$ cat src/rtl/event_packetizer.sv
// Event packetizer: pops 64-bit DVS events from a FIFO, discards events whose
// coordinates fall outside the sensor frame, and emits each kept event as two RAVENS words.
module event_packetizer #(
  parameter int DVS_WIDTH_PXLS  = 346,
  parameter int DVS_HEIGHT_PXLS = 260,
  parameter int EVENT_BITS      = 64,
  parameter int RAVENS_PKT_BITS = 32
) (
  input  logic                       clk,
  input  logic                       rst,
  input  logic                       en,
  input  logic                       queue_empty,
  output logic                       queue_rd_en,
  input  logic [EVENT_BITS-1:0]      queue_rd_data,
  output logic [RAVENS_PKT_BITS-1:0] pkt_data,
  output logic                       pkt_valid,
  input  logic                       pkt_ready,
  output logic                       pkt_last,
  output logic [15:0]                drop_count
);

  localparam int TS_BITS    = 45;
  localparam int COORD_BITS = 9;
  localparam int Y_LSB      = TS_BITS + 1;
  localparam int X_LSB      = Y_LSB + COORD_BITS;

  typedef enum logic [1:0] {IDLE, FETCH, SEND_HI, SEND_LO} state_t;

  state_t                r_state;
  state_t                w_next_state;
  logic [EVENT_BITS-1:0] r_event;
  logic [15:0]           r_drop_count;
  logic [COORD_BITS-1:0] w_in_x;
  logic [COORD_BITS-1:0] w_in_y;
  logic                  w_out_of_range;
  logic                  w_can_fetch;
  logic [31:0]           w_word_hi;
  logic [31:0]           w_word_lo;

  assign w_in_x = queue_rd_data[X_LSB +: COORD_BITS];
  assign w_in_y = queue_rd_data[Y_LSB +: COORD_BITS];
  assign w_out_of_range = (32'(w_in_x) >= 32'(DVS_WIDTH_PXLS)) ||
                          (32'(w_in_y) >= 32'(DVS_HEIGHT_PXLS));

  // Gating the pop with rst keeps the first fetch after the reset is released.
  assign w_can_fetch = en && !queue_empty && !rst;

  assign w_word_hi = {r_event[X_LSB +: COORD_BITS], r_event[Y_LSB +: COORD_BITS],
                      r_event[TS_BITS], r_event[TS_BITS-1:32]};
  assign w_word_lo = r_event[31:0];
  assign drop_count = r_drop_count;

  // NOTE: sequential state uses non-blocking assignments so every flop samples
  // the pre-edge values regardless of process ordering.
  always_ff @(posedge clk) begin
    if (rst) begin
      r_state <= IDLE;
    end else begin
      r_state <= w_next_state;
    end
  end

  always_ff @(posedge clk) begin
    if (rst) begin
      r_event      <= '0;
      r_drop_count <= '0;
    end else if (r_state == FETCH) begin
      r_event <= queue_rd_data;
      if (w_out_of_range && (r_drop_count != 16'hFFFF)) begin
        r_drop_count <= r_drop_count + 16'd1;
      end
    end
  end

  // NOTE: every combinational output gets a default first, otherwise paths
  // that skip an assignment infer a latch.
  always_comb begin
    w_next_state = r_state;
    case (r_state)
      IDLE:    if (w_can_fetch) w_next_state = FETCH;
      FETCH:   w_next_state = w_out_of_range ? IDLE : SEND_HI;
      SEND_HI: if (pkt_ready) w_next_state = SEND_LO;
      SEND_LO: if (pkt_ready) w_next_state = w_can_fetch ? FETCH : IDLE;
      default: w_next_state = IDLE;
    endcase
  end

  always_comb begin
    queue_rd_en = 1'b0;
    pkt_valid   = 1'b0;
    pkt_last    = 1'b0;
    pkt_data    = '0;
    case (r_state)
      IDLE: queue_rd_en = w_can_fetch;
      SEND_HI: begin
        pkt_valid = 1'b1;
        pkt_data  = RAVENS_PKT_BITS'(w_word_hi);
      end
      SEND_LO: begin
        pkt_valid   = 1'b1;
        pkt_last    = 1'b1;
        pkt_data    = RAVENS_PKT_BITS'(w_word_lo);
        queue_rd_en = w_can_fetch && pkt_ready;
      end
      default: ;
    endcase
    // Nothing is offered during a reset cycle, so an interrupted event never completes.
    if (rst) begin
      pkt_valid = 1'b0;
      pkt_last  = 1'b0;
      pkt_data  = '0;
    end
  end

endmodule
$ cat config.mk
export PLATFORM = sky130hd
export DESIGN_NAME = event_packetizer
export DESIGN_NICKNAME = d
export VERILOG_FILES = /design/src/rtl/event_packetizer.sv
export SDC_FILE = /design/constraint.sdc
export NUM_CORES = 1
export LEC_CHECK = 0
export CORE_MARGIN = 5
export CORE_UTILIZATION = 30
export DETAILED_ROUTE_END_ITERATION = 7
export SLEW_MARGIN = 20
export SYNTH_ARGS = -nofsm -noshare
export SYNTH_HDL_FRONTEND = slang
export SYNTH_SLANG_ARGS = --single-unit
$ cat constraint.sdc
create_clock -name clk -period 2.8 [get_ports clk]
set_input_delay 0.56 -clock clk [delete_from_list [all_inputs] [get_ports clk]]
set_output_delay 0.56 -clock clk [all_outputs]
set_load 0.01 [all_outputs]
==> summary.txt <==
Routing
  • Via density: 4.81
  • Iteration-0 DRC Markers: 175
  • Routed WL per cell: 15.2 µm
  • DR pass1 iterations: 4
  • DRC viols: 0
  • DRT antenna net count: 0
  • Final WL: 10.1 mm
  • Routed via count: 3203

Final layout
  • Reg area: 1640 µm²
  • Synthesis-to-finish area growth: 46.9%
  • Share of cells above drive strength 1: 0.104
  • Final nets: 568
  • Fill count: 1182
  • # diodes: 0
  • Multi-input gate area: 1910 µm²

Synth
  • Mapped Area: 3690 µm²
  • Synthesized area per cell: 9.72 µm²
  • Number of synthesized flops with an enable pin: 0
  • Synth Flop Type: dfxtp_1
  • Yosys top cell by area: dfxtp_1
  • YS warnings: 0
  • Top post-synthesis cells by area: dfxtp_1 44%, mux2i_1 17%, a22o_1 7.6%
  • Syn_nets: 455
  • Synth top cells by count: 82 x dfxtp_1, 73 x nor2_1, 64 x mux2i_1, 32 x a22o_1, 18 x clkbuf_1
  • Post-synth cell types: 45
  • Gate count of the mapped netlist: 380
  • Seq/Total Area, Yosys: 0.445
  • Synth Register Bits: 82
  • Share of the synthesized area in the top cell type: 0.445
  • Share of flip-flops with an asynchronous set or reset: 0
  • Leading cell type by number of instances after synthesis: dfxtp_1

Worst setup path
  • Crit path max fanout: 17
  • Worst path required time: 2.24 ns
  • Crit Path Class: reg2out
  • Critical path launch point type: flop
  • Worst EP arrival: 2.08 ns
  • CP endpoint kind: primary output

Floorplan
  • Core area: 12100 µm²
  • Initial core utilization: 0.306
  • FP Rows: 40
  • Die X: 121 µm
  • Io pins: 120
  • Full die area: 14600 µm²
  • Die Y: 121 µm

Clock tree
  • Skew-Pair Late Insertion Delay: 0.34 ns
  • TritonCTS clock tree: yes
  • Postcts setup bufs: 0
  • Clk slew on worst S/H paths: 0.06 ns
  • Clk buf depth: 2
  • H-tree depth: 3
  • TritonCTS Sinks: 82
  • Root buf cell: clkbuf_16
  • Hold Buf Count CTS: 0
  • Number of buffers created by CTS: 9

Timing
  • FMAX: 0.378 GHz
  • Final hold violation count: 0
  • Final setup margin: 0.158 ns
  • Slew Limit Headroom: 0.598
  • Worst-margin pin slew: 0.603 ns
  • Final setup violation count: 0
  • Final period util: 0.944
  • Fin. max-slew vios: 0
  • Unrepaired setup endpoints after global routing: no
  • Setup Skew: 0.00554 ns
  • Minimum clock period: 2.64 ns
  • Post-Route Setup TNS: 0 ns

Place
  • DPL Wire Length: 7.15 mm
  • PortBufs: 119
  • Dpl ws: 0.0110 ns
  • Placer Congestion: 0.756

Power
  • Leakage: 1.96 nW
  • Power Density: 567 nW/µm²
  • Maximum VDD drop: 0.332 mV
  • Post-layout power: 3.08 mW

Outcome
  • Status: complete, no violations

Global route
  • GRT Util Overall: 0.142
  • Initial antenna violation count: 0
  • First-pass GRT wire length: 16.6 mm
  • Vias in the first global route: 3244
  • Overflow after GRT: 0
  • Largest net degree at the start of global routing: 52

Job
  • Max-cap check violation count: 0

Min path
  • Hold Crit Class: reg2reg
layout by cell type, fill, tap and decap left out, types with 2 or more instances in the layout:
master	count
clkbuf_16	9
nand3_1	5
nand4_1	5
o21ai_0	4
nand2_1	7
mux2i_1	64
buf_4	9
bufinv_16	2
nor4_1	3
inv_1	6
a22o_1	32
or3_2	2
clkdlybuf4s50_1	117
nor2_1	73
mux2_4	2
o31ai_1	9
nor2b_4	2
ha_1	4
nor2b_1	4
dfxtp_1	81
buf_6	2
or4_2	2
a21oi_1	14
clkbuf_8	3
or4_1	7
final cells by class:
cell class | instances | share of cell area
well taps | 168 | 0.0388
flip-flops and latches | 82 | 0.303
multi-input cells | 262 | 0.351
clock inverters | 4 | 0.0134
repair buffers | 131 | 0.240
inverters | 7 | 0.00485
clock buffers | 12 | 0.0491
per-stage QoR:
stage / utilization / hold WS, ns / std cells / area [µm²]
final: 0.450 / 0.493 / 666 / 5420
after global routing: 0.450 / 0.516 / 666 / 5420
after CTS: 0.449 / 0.500 / 666 / 5410
after detailed placement: 0.420 / 0.485 / 650 / 5070
after global placement: 0.420 / 0.473 / 650 / 5070
after floorplan: - / 0.461 / 380 / 3690
registers in the layout, summed over array words and instances (netlist names), named ones only:
name        cells
r_state         1
r_event        64
drop_count     16
power breakdown:
group | total (mW) | leakage (nW) | internal (mW) | switching, mW
Clock | 1.32 | 0.165 | 0.852 | 0.464
Sequential | 1.31 | 0.668 | 1.26 | 0.0521
Combinational | 0.447 | 1.13 | 0.243 | 0.205
Total | 3.08 | 1.96 | 2.35 | 0.721
routing by layer:
layer | wire [µm] | global-route usage | vias to the layer above
li1 | - | - | 1592
met1 | 4610 | 0.178 | 1518
met2 | 4660 | 0.222 | 83
met3 | 726 | 0.0513 | 10
met4 | 144 | 0.0538 | 0
met5 | 0 | 0 | -
worst paths after layout:
| check | endpoint | start | slack, ns | cells after the start |
|---|---|---|---|---|
| worst max-delay path | pkt_data[13] | r_state[0]$_SDFFE_PP0P_ | 0.16 | 6 |
| worst min-delay path | r_event[28]$_SDFFE_PP0P_ | r_event[28]$_SDFFE_PP0P_ | 0.49 | 2 |
| worst max register to register | drop_count[15]$_SDFFE_PP0P_ | drop_count[3]$_SDFFE_PP0P_ | 0.84 | 5 |
| worst min register to register | r_event[28]$_SDFFE_PP0P_ | r_event[28]$_SDFFE_PP0P_ | 0.49 | 2 |
worst max-delay path, stage by stage (launching register included):
cell,delay [ns]
dfxtp_2,0.36
inv_2,0.09
ha_1,0.19
nor2b_4,0.18
buf_6,0.20
a22o_1,0.17
clkdlybuf4s50_1,0.55
cell families (layout without fill, tap and decap cells):
| logic type | Yosys count | after routing | share of synthesized area |
|---|---|---|---|
| DFF | 82 | 82 | 0.445 |
| muxes | 68 | 68 | 0.188 |
| AOI/OAI and AO/OA | 67 | 67 | 0.139 |
| buffers and inverters | 36 | 154 | 0.0474 |
| and+or+nand+nor | 121 | 121 | 0.161 |
| adders and majority gates | 6 | 6 | 0.0203 |
timing repair:
item	in CTS	in global routing
endpoints found under the setup margin	1	31
gates cloned	0	0
pin swaps	0	0
hold endpoints to repair	0	0
resized for setup	1	5
No activity file was read; power rests on OpenSTA's default activity.
